### src/rtl/alu_cmd_driver.sv
// Command FIFO plus a sequencer that feeds an external combinational ALU
// and returns its captured results over a valid/ready response channel.
module alu_cmd_driver #(
    parameter int FIFO_DEPTH = 4
) (
    input  logic        clk,
    input  logic        rst_n,
    input  logic        cmd_valid,
    output logic        cmd_ready,
    input  logic [31:0] cmd_x,
    input  logic [31:0] cmd_y,
    input  logic [3:0]  cmd_op,
    output logic [31:0] alu_x,
    output logic [31:0] alu_y,
    output logic [3:0]  alu_op,
    input  logic [31:0] alu_z,
    input  logic [2:0]  alu_flags,
    output logic        rsp_valid,
    input  logic        rsp_ready,
    output logic [31:0] rsp_z,
    output logic [2:0]  rsp_flags,
    output logic        rsp_err,
    output logic        busy,
    output logic [15:0] done_cnt
);

    localparam int PTR_W = (FIFO_DEPTH > 1) ? $clog2(FIFO_DEPTH) : 1;
    localparam int CNT_W = PTR_W + 1;
    localparam logic [CNT_W-1:0] DEPTH_C = CNT_W'(FIFO_DEPTH);
    localparam logic [CNT_W-1:0] CNT_ONE = CNT_W'(1);
    localparam logic [PTR_W-1:0] PTR_ONE = PTR_W'(1);

    typedef enum logic [1:0] {
        IDLE = 2'd0,
        EXEC = 2'd1,
        RESP = 2'd2
    } state_t;

    state_t           state_r;
    state_t           state_s;
    logic [67:0]      mem_r [FIFO_DEPTH];
    logic [PTR_W-1:0] wr_ptr_r;
    logic [PTR_W-1:0] rd_ptr_r;
    logic [CNT_W-1:0] count_r;
    logic             push_s;
    logic             pop_s;
    logic             capture_s;
    logic             accept_s;
    logic             reserved_s;
    logic [67:0]      head_s;

    // Op codes 4 and 11..15 have no ALU meaning; their results are forced to zero.
    function automatic logic is_reserved(input logic [3:0] op);
        return (op == 4'd4) || (op >= 4'd11);
    endfunction

    assign cmd_ready  = (count_r < DEPTH_C);
    assign push_s     = cmd_valid && cmd_ready;
    assign head_s     = mem_r[rd_ptr_r];
    assign reserved_s = is_reserved(alu_op);
    assign busy       = (count_r != {CNT_W{1'b0}}) || (state_r != IDLE);

    // Sequencer next-state and pop/capture/accept strobes.
    always_comb begin
        state_s   = state_r;
        pop_s     = 1'b0;
        capture_s = 1'b0;
        accept_s  = 1'b0;
        case (state_r)
            IDLE: begin
                if (count_r != {CNT_W{1'b0}}) begin
                    pop_s   = 1'b1;
                    state_s = EXEC;
                end else begin
                    state_s = IDLE;
                end
            end
            EXEC: begin
                capture_s = 1'b1;
                state_s   = RESP;
            end
            RESP: begin
                if (rsp_valid && rsp_ready) begin
                    accept_s = 1'b1;
                    if (count_r != {CNT_W{1'b0}}) begin
                        pop_s   = 1'b1;
                        state_s = EXEC;
                    end else begin
                        state_s = IDLE;
                    end
                end else begin
                    state_s = RESP;
                end
            end
            default: begin
                state_s = IDLE;
            end
        endcase
    end

    // Sequencer state register.
    always_ff @(posedge clk or negedge rst_n) begin
        if (!rst_n) begin
            state_r <= IDLE;
        end else begin
            state_r <= state_s;
        end
    end

    // Command storage; contents are don't-care while the count says empty.
    always_ff @(posedge clk) begin
        if (push_s) begin
            mem_r[wr_ptr_r] <= {cmd_op, cmd_y, cmd_x};
        end
    end

    // FIFO pointers and occupancy; a simultaneous push and pop leaves the count alone.
    always_ff @(posedge clk or negedge rst_n) begin
        if (!rst_n) begin
            wr_ptr_r <= {PTR_W{1'b0}};
            rd_ptr_r <= {PTR_W{1'b0}};
            count_r  <= {CNT_W{1'b0}};
        end else begin
            if (push_s) begin
                wr_ptr_r <= wr_ptr_r + PTR_ONE;
            end
            if (pop_s) begin
                rd_ptr_r <= rd_ptr_r + PTR_ONE;
            end
            case ({push_s, pop_s})
                2'b10:   count_r <= count_r + CNT_ONE;
                2'b01:   count_r <= count_r - CNT_ONE;
                default: count_r <= count_r;
            endcase
        end
    end

    // ALU operand registers and the response holding registers.
    always_ff @(posedge clk or negedge rst_n) begin
        if (!rst_n) begin
            alu_x     <= 32'd0;
            alu_y     <= 32'd0;
            alu_op    <= 4'd0;
            rsp_valid <= 1'b0;
            rsp_z     <= 32'd0;
            rsp_flags <= 3'd0;
            rsp_err   <= 1'b0;
            done_cnt  <= 16'd0;
        end else begin
            if (pop_s) begin
                alu_x  <= head_s[31:0];
                alu_y  <= head_s[63:32];
                alu_op <= head_s[67:64];
            end
            if (capture_s) begin
                rsp_valid <= 1'b1;
                rsp_err   <= reserved_s;
                rsp_z     <= reserved_s ? 32'd0 : alu_z;
                rsp_flags <= reserved_s ? 3'd0 : alu_flags;
            end else if (accept_s) begin
                rsp_valid <= 1'b0;
            end
            if (accept_s) begin
                done_cnt <= done_cnt + 16'd1;
            end
        end
    end

endmodule

### config.mk
export PLATFORM = sky130hd
export DESIGN_NAME = alu_cmd_driver
export DESIGN_NICKNAME = d
export VERILOG_FILES = /design/src/rtl/alu_cmd_driver.sv
export SDC_FILE = /design/constraint.sdc
export NUM_CORES = 1
export LEC_CHECK = 0
export CORE_MARGIN = 5
export CORE_UTILIZATION = 40
export CTS_BUF_LIST = sky130_fd_sc_hd__clkbuf_2 sky130_fd_sc_hd__clkbuf_4 sky130_fd_sc_hd__clkbuf_8
export DETAILED_ROUTE_END_ITERATION = 12
export GPL_TIMING_DRIVEN = 0
export PLACE_DENSITY = 0.63
export REMOVE_ABC_BUFFERS = 1
export SYNTH_ARGS = -nofsm -noshare
export SYNTH_HDL_FRONTEND = slang
export SYNTH_SLANG_ARGS = --single-unit
### constraint.sdc
create_clock -name clk -period 4.5 [get_ports clk]
set_clock_uncertainty 0.15 [all_clocks]
set_input_delay 0.9 -clock clk [delete_from_list [all_inputs] [get_ports clk]]
set_output_delay 0.9 -clock clk [all_outputs]
set_load 0.02 [all_outputs]
==> Yosys cells after proc, flatten, opt, wreduce, memory -nomap -nowiden <==
Memory sizes are Yosys's and may differ from the RTL's. A register that Yosys moved wholly into a read port is not among the register bits.
Cells that the tools add are included.
{ "op_classes": {"add_sub_neg": 5, "n_mux": 16, "eq_ne": 5, "magnitude_cmp": 2, "reduce_logical": 10} }
{ "ops": {"columns": ["operator", "count"], "rows": [
  ["$mux W32", 1],
  ["$add A16 B1 Y16 const B", 1],
  ["$mux W1", 10],
  ["$pmux W2 S3", 1],
  ["$pmux W3 S2", 1],
  ["$reduce_bool A2 Y1", 3],
  ["$add A2 B1 Y2 const B", 2],
  ["$eq A2 B1 Y1 const B", 2],
  ["$eq A2 B2 Y1 const B", 2],
  ["$eq A4 B3 Y1 const B", 1],
  ["$ge A4 B4 Y1 const B", 1],
  ["$add A3 B1 Y3 const B", 1],
  ["$lt A3 B3 Y1 const B", 1],
  ["$mux W3", 1],
  ["$reduce_bool A3 Y1", 1],
  ["$sub A3 B1 Y3 const B", 1],
  ["$logic_and A1 B1 Y1", 2],
  ["$logic_not A2 Y1", 1],
  ["$logic_or A1 B1 Y1", 2],
  ["$mux W2", 1],
  ["$pmux W1 S2", 1],
  ["$logic_not A1 Y1", 1]
]} }
{ "totals": {"memories": 1, "register_bits": 62, "mem_bits_rw": 272, "out_inout_bits": 123, "wordCells": 48, "inputBits": 107} }
{ "memory_table": {"columns": ["memory", "words", "word_bits", "read_ports", "rd_ports_with_merged_regs", "wr", "line_no", "source"], "rows": [
  ["mem_r", 4, 68, 1, 1, 1, "41", "logic [67:0] mem_r [FIFO_DEPTH];"]
]} }

==> Depth between registers and ports, before layout <==
Gate-level depths: netlist (run 1).
{ "depth": {"word_depth": 6, "depth_mapped": 9, "ltp_nobuf": 8} }

==> Least setup slack after synthesis (run 1) <==
OpenSTA, ideal clock, no wires.
{ "synth_timing": {"kind": "input -> register", "startpoint": "input cmd_valid", "endpoint": "memory mem_r[0][0], enable pin", "setup_slack_ns": 1.051, "arrival_ns": 2.866, "setup_ns": 0.433, "path_stages": 3, "n_path_buf": 1, "t_required_ns": 3.917, "path_cell_list": "nor2b_1 clkbuf_1 and2_1"} }
{ "synth_between": {"elab_chain_len": 3} }
{ "synth_rtl": {"columns": ["element", "line_no", "source"], "rows": [
  ["from (decl)", "8", "input logic cmd_valid,"],
  ["$logic_and A1 B1 Y1", "58", "assign push_s = cmd_valid && cmd_ready;"],
  ["$mux W1", "112", "if (push_s) begin"],
  ["$mux W1 (implied by the code)", "113", "mem_r[wr_ptr_r] <= {cmd_op, cmd_y, cmd_x};"],
  ["to (decl)", "41", null]
]} }
No other way between the ends.

==> Worst setup path after layout (run 1) <==
{ "layout_timing": {"startpoint": "register count_r[0]", "endpoint": "output busy"} }
{ "layout_between": {"elab_chain_len": 2} }
{ "layout_rtl": {"columns": ["element", "line_no", "source"], "rows": [
  ["from (decl)", "44", "logic [CNT_W-1:0] count_r;"],
  ["from (signal assigned)", "122", "count_r <= {CNT_W{1'b0}};"],
  ["from (signal assigned)", "131", "2'b10: count_r <= count_r + CNT_ONE;"],
  ["from (signal assigned)", "132", "2'b01: count_r <= count_r - CNT_ONE;"],
  ["$reduce_bool A3 Y1", "61", "assign busy = (count_r != {CNT_W{1'b0}}) || (state_r != IDLE);"],
  ["$logic_or A1 B1 Y1", "61", null],
  ["to (decl)", "23", "output logic busy,"]
]} }
No other way between the ends.

==> results of run 1 <==
-- final cells by class --
type	count	area, µm²
multi-input cells	254	3260
clock inverters	21	104
inverters	10	37.5
fillers	2946	17300
flip-flops and latches	402	11400
well taps	468	586
clock buffers	108	1310
diodes	1	2.50
repair buffers	244	2650
-- logic make-up after synthesis --
group	Yosys count	synth area share, %
AOI/OAI and AO/OA	41	2.54
xor gates and xnor gates	21	1.23
adders and majority gates	7	0.638
buffers and inverters	42	1.60
DFF	402	76.6
muxes	137	15.7
and+or+nand+nor	48	1.63
-- worst paths after layout --
| check | start | end | slack [ns] | depth (start not counted) |
|---|---|---|---|---|
| max reg2reg | rsp_valid$_DFFE_PN0P_ | count_r[2]$_DFFE_PN0P_ | 1.88 | 9 |
| min in group clk | done_cnt[15]$_DFFE_PN0P_ | done_cnt[15]$_DFFE_PN0P_ | 0.32 | 1 |
| max | count_r[0]$_DFFE_PN0P_ | busy | 1.30 | 3 |
| min | rst_n | alu_x[22]$_DFFE_PN0P_ | 0.12 | 1 |
| max in group asynchronous | rst_n | rd_ptr_r[0]$_DFFE_PN0P_ | 3.20 | 2 |
| min reg2reg | done_cnt[15]$_DFFE_PN0P_ | done_cnt[15]$_DFFE_PN0P_ | 0.32 | 1 |
-- state kept, by name, summed over array words and instances, names as in the netlist --
| name | flops |
|---|---|
| rsp_z | 32 |
| rsp_flags | 3 |
| wr_ptr_r | 2 |
| done_cnt | 16 |
| mem_r | 272 |
| alu_op | 4 |
| rsp_valid | 1 |
| state_r | 2 |
| alu_y | 32 |
| alu_x | 32 |
| rd_ptr_r | 2 |
| rsp_err | 1 |
| count_r | 3 |
-- metal layers --
layer,up-vias,share of wire (%)
met2,258,48
met4,0,1.6
met5,-,0
li1,3359,-
met1,3864,42
met3,42,8.4
-- per-stage QoR --
stage	area [µm²]	instances	TNS (ns)	total power [mW]	hold slack (ns)
final	19400	1508	0	13.4	0.122
after global routing	19400	1507	0	14.2	0.120
after CTS	19400	1507	0	13.6	0.101
after detailed placement	18000	1378	0	10.3	0.318
after global placement	17600	1363	-893.72	10.2	0.311
after floorplan	14700	666	0	8.22	0.319
-- where the power goes --
part	internal (mW)	total [mW]	switching (mW)
registers	4.88	5.38	0.505
clock network	1.86	3.29	1.43
logic	2.55	4.71	2.16
-- cells in the mapped netlist (5+ instances only) --
master	count
mux2_2	55
nand3_1	6
xor2_1	6
buf_2	11
inv_1	10
ha_1	6
nor2_1	5
nand2_1	16
mux2_4	10
clkbuf_1	9
mux4_2	68
xnor2_1	15
a22o_1	35
edfxtp_1	272
buf_6	7
dfrtp_1	130
==> reports/metrics.cfg, run 1 <==
[yosys]
synth.ff_latch_count=402
synth-seq-area-share_pct=76.6
syn-cell-area_mm2=0.0149
synth.distinct_cells=38
yosysTopAreaCellShare_pct=54.8
synth.area.top_cells=edfxtp_1, dfrtp_1, mux4_2
ys_dominant_reg_cell=edfxtp_1
synthCells=698
ys_warn_count=0
synth_edf_count=272
synth_async_sr_flop_share_pct=32.3
synth_top_area_cell=edfxtp_1
avgSynthCellArea_um2=21.4

[placement]
dp_slack_ns=0.843
hpwl_mm=19.7
numPortBuffers=229
gp_congestion=0.718

[floorplanning]
start_util_pct=40.6
pin_count=230
die_area_mm2=0.0412
dieWidth_um=203
coreArea_mm2=0.0367
die_height_um=203
row_count=70

[sta]
min_period_over_period_pct=71.1
maxSlewHeadroom_pct=43.5
fmax_mhz=313
drv_slew=0
rsz0062_at_grt=false
worst_slew_pin_slew_ns=0.848
fin_ws_ns=1.30
period_needed_ns=3.20
hold_viol_final=0
setup_viol=0

[clock_network]
hold_buffers=0
cts_buffer_depth=3
ctsResizeCount=0
cts_tree=built
cts_max_level=3
clk_latency_ns=0.60
cts.sinks=402
clk_pin_slew_ns=0.06
cts_root_buf=clkbuf_8
post_cts_buffers=0
cts_buffers=70

[drt]
avgRoutedWirePerCell_um=21.0
dr.pass1.iters=4
ant_nets=0
wl_mm=31.7
dr_total_vias=7523
viasPerCell=4.99
drc_errors=0
dr.first_iter.drc_count=290

[grt]
met2_usage_pct=25.0
grt_use_total_pct=15.6
grt_overflow=0
antenna_found_initial=1
grt_use_met3_pct=5.96
grt_pass1_vias=8433
use_met1_pct=19.6
grt_first_pass_wirelength_mm=49.7
grt_max_degree=81
grt_busiest_layer=met2

[min_path]
hold_class=in -> async

[power]
powerDensity_mw_per_mm2=691
vdd_ir_drop_max_uv=369
p_leak_nw=6.99

[setup_path]
cp-start-kind=flop
critPathSlowestCell=clkdlybuf4s50_1
cp.required_ns=3.45
path_cells=nor3_1, nand2_1, clkdlybuf4s50_1
path_max_fanout=3
worst-setup-path-type=reg -> out
cpPeakStageDelay_ns=0.56
crit_buf_inv=1
crit_path_end_kind=primary output
arrival_ns=2.15
path_delay_family=simple AND/OR/NAND/NOR gates

[outcome]
status=complete, no violations

[flow_run]
max_cap_viol_count=0

[cells_and_area]
final_cell_mix=edfxtp_1, clkdlybuf4s50_1, dfrtp_1
drive_gt1_share_pct=26.7
area_growth_pct=30.0
layout_commonest_cell=edfxtp_1
nNetsFinal=1096
utilization_pct=52.8

No activity file was read; power rests on OpenSTA's default activity.
==> run 2, diff against run 1 <==
--- a/config.mk
+++ b/config.mk
@@ -10,7 +10,7 @@
 export CTS_BUF_LIST = sky130_fd_sc_hd__clkbuf_2 sky130_fd_sc_hd__clkbuf_4 sky130_fd_sc_hd__clkbuf_8
 export DETAILED_ROUTE_END_ITERATION = 12
 export GPL_TIMING_DRIVEN = 0
-export PLACE_DENSITY = 0.63
+export PLACE_DENSITY = 0.66
 export REMOVE_ABC_BUFFERS = 1
 export SYNTH_ARGS = -nofsm -noshare
 export SYNTH_HDL_FRONTEND = slang
==> constraint.sdc (replaced) <==
create_clock -name clk -period 2.83 [get_ports clk]
set_clock_uncertainty 0.15 [all_clocks]
set_input_delay 0.566 -clock clk [delete_from_list [all_inputs] [get_ports clk]]
set_output_delay 0.566 -clock clk [all_outputs]
set_load 0.02 [all_outputs]
==> run 2 against run 1 <==
Sequential power rose by 61%. Critical path depth unchanged. Critical path type unchanged. Wire length fell by 1.5%. Highest routed layer is now met5. Clock-buffer cell count shrank 1. Sequential cell count unchanged. Sequential share of layout area fell by 0.32 points.
==> reports/metrics.cfg, run 2 (synthesized netlist as in run 1, its figures left out) <==
[outcome]
status=complete, no violations

[setup_path]
worst-setup-path-type=reg -> out
r2r-start=state_r[1]$_DFF_PN0_
r2r_end=rsp_flags[2]$_DFFE_PN0P_
reg2regPathDepth=3  ; -6
path_max_fanout=3  ; unchanged
cp-start-kind=flop
r2r_setup_slack_ns=0.28  ; -1.60 ns
crit_path_end_kind=primary output
cp.required_ns=2.11  ; -1.34 ns
arrival_ns=1.94  ; -0.21 ns

[clock_network]
cts_buffers=71  ; +1.4%
clk_pin_slew_ns=0.05  ; about the same
cts_tree=built
cts_buffer_depth=3  ; unchanged
cts.sinks=402  ; unchanged
cts_max_level=3  ; unchanged
post_cts_buffers=0  ; unchanged
clk_latency_ns=0.60  ; about the same
cts_root_buf=clkbuf_8

[cells_and_area]
antennaDiodeCount=0  ; -1
regMostFlops=mem_r
nNetsFinal=1097  ; +0.091%
area_growth_pct=30.7
drive_gt1_share_pct=27.1  ; +0.43 points
fin_area_mm2=0.0195  ; +0.55%
layout_commonest_cell=edfxtp_1
final_cell_mix=edfxtp_1, clkdlybuf4s50_1, dfrtp_1
fillers=2960  ; +0.48%
multi_input_area_mm2=0.00329  ; +1.2%
largest_reg_flops=272  ; unchanged
regArea_mm2=0.0114  ; unchanged

[floorplanning]
pin_count=230  ; unchanged
die_area_mm2=0.0412  ; unchanged
coreArea_mm2=0.0367  ; unchanged
dieWidth_um=203  ; unchanged
die_height_um=203  ; unchanged
row_count=70  ; unchanged
start_util_pct=40.6  ; unchanged

[power]
vdd_ir_drop_max_uv=555  ; +50%
powerDensity_mw_per_mm2=1110  ; +61%
switching_share_pct=30.5  ; -0.17 points
p_int_mw=15.0  ; +62%
pwr-share-clk_pct=25.8  ; +1.2 points
switching_power_mw=6.58  ; +61%
p_leak_nw=7.04  ; +0.73%
combPwrFrac_pct=34.0  ; -1.2 points
p_seq_share_pct=40.2  ; about the same

[placement]
numPortBuffers=229  ; unchanged
gp_congestion=0.722  ; +0.64%
place_area_mm2=0.0179  ; -0.26%
hpwl_mm=19.2  ; -2.9%

[sta]
drv_slew=0  ; unchanged
whs_ns=0.332  ; +0.211 ns
fmax_mhz=376
rsz0062_at_grt=false
maxSlewHeadroom_pct=35.6  ; -7.8 points
setup_viol=0  ; unchanged
worst_slew_pin_slew_ns=0.965  ; +0.117 ns
min_period_over_period_pct=93.9
period_needed_ns=2.66
hold_viol_final=0  ; unchanged

[drt]
ant_nets=0  ; unchanged
wl_mm=31.2  ; -1.5%
viasPerCell=5.00  ; +0.17%
dr.pass1.iters=6  ; +2
dr.first_iter.drc_count=291  ; +0.34%
drc_errors=0  ; unchanged
avgRoutedWirePerCell_um=20.7  ; -1.5%
dr_total_vias=7541  ; +0.24%

[grt]
grt_max_degree=82  ; +1.2%
grt_first_pass_wirelength_mm=49.3  ; -0.74%
grt_pass1_vias=8347  ; -1.0%
grt_overflow=0  ; unchanged
grt_use_total_pct=15.5  ; -0.13 points
antenna_found_initial=1  ; unchanged

[min_path]
worstHoldEndpoint=done_cnt[15]$_DFFE_PN0P_
holdCritStartpoint=done_cnt[15]$_DFFE_PN0P_
whs_path_depth=1
hold_class=reg -> reg

[flow_run]
max_cap_viol_count=0  ; unchanged

run 2: area by class of cell:
class | instances | area share, %
tap | 468 | 3.01
sequential | 402 | 58.7
multi-input combinational | 255 | 16.9
timing repair buffer | 243 | 13.4
clock inverter | 24 | 1.00
inverter | 10 | 0.193
clock buffer | 107 | 6.82
run 2: timing repair:
action                                  4_1_cts  5_1_grt
hold buffers                                  1        0
gates resized for setup                       2        1
endpoints found under the setup margin       36        1
endpoints found under the hold margin        49        0
cloned                                        1        0
run 2: worst max-delay path by stage:
stage                             endpoint  cells after the start  slack [ns]                   start
floorplan           count_r[2]$_DFFE_PN0P_                      8       -1.28               rsp_ready
global placement      alu_y[0]$_DFFE_PN0P_                      1       -5.08                   rst_n
detailed placement  count_r[2]$_DFFE_PN0P_                      9       -0.24               rsp_ready
CTS                                   busy                      3        0.04  count_r[0]$_DFFE_PN0P_
global route                          busy                      3        0.02  count_r[0]$_DFFE_PN0P_
finish                                busy                      3        0.17  count_r[0]$_DFFE_PN0P_
run 2: power groups by stage:
stage          clock network [mW]  logic, mW  registers (mW)
2_1_floorplan                   0       3.42            9.64
3_3_place_gp                    0       6.59            8.99
3_5_place_dp                    0       7.42            8.81
4_1_cts                      5.78       7.51            8.73
5_1_grt                      6.08       7.88            8.89
6_report                     5.58       7.36            8.68
run 2: worst max-delay path, cell delays in order, from the launching register on:
cell and delay [ns]:
dfrtp_1 0.43, nor3_4 0.28, nand2_1 0.09, clkdlybuf4s50_1 0.55
run 2: per-stage QoR:
| stage | power [mW] | utilization, % | TNS (ns) | setup slack, ns | instances |
|---|---|---|---|---|---|
| floorplan | 13.1 | - | -160.58 | -1.28 | 666 |
| global placement | 15.6 | 47.9 | -1517.39 | -5.08 | 1363 |
| detailed placement | 16.2 | 48.8 | -30.44 | -0.242 | 1376 |
| CTS | 22.0 | 53.1 | 0 | 0.0442 | 1509 |
| global route | 22.8 | 53.1 | 0 | 0.0227 | 1509 |
| finish | 21.6 | 53.1 | 0 | 0.172 | 1509 |
run 2: metal layers:
layer	wire length [µm]	track usage [%]
met4	687	5.03
met3	2510	5.83
met5	11	0
met1	12900	19.2
met2	15200	25.2
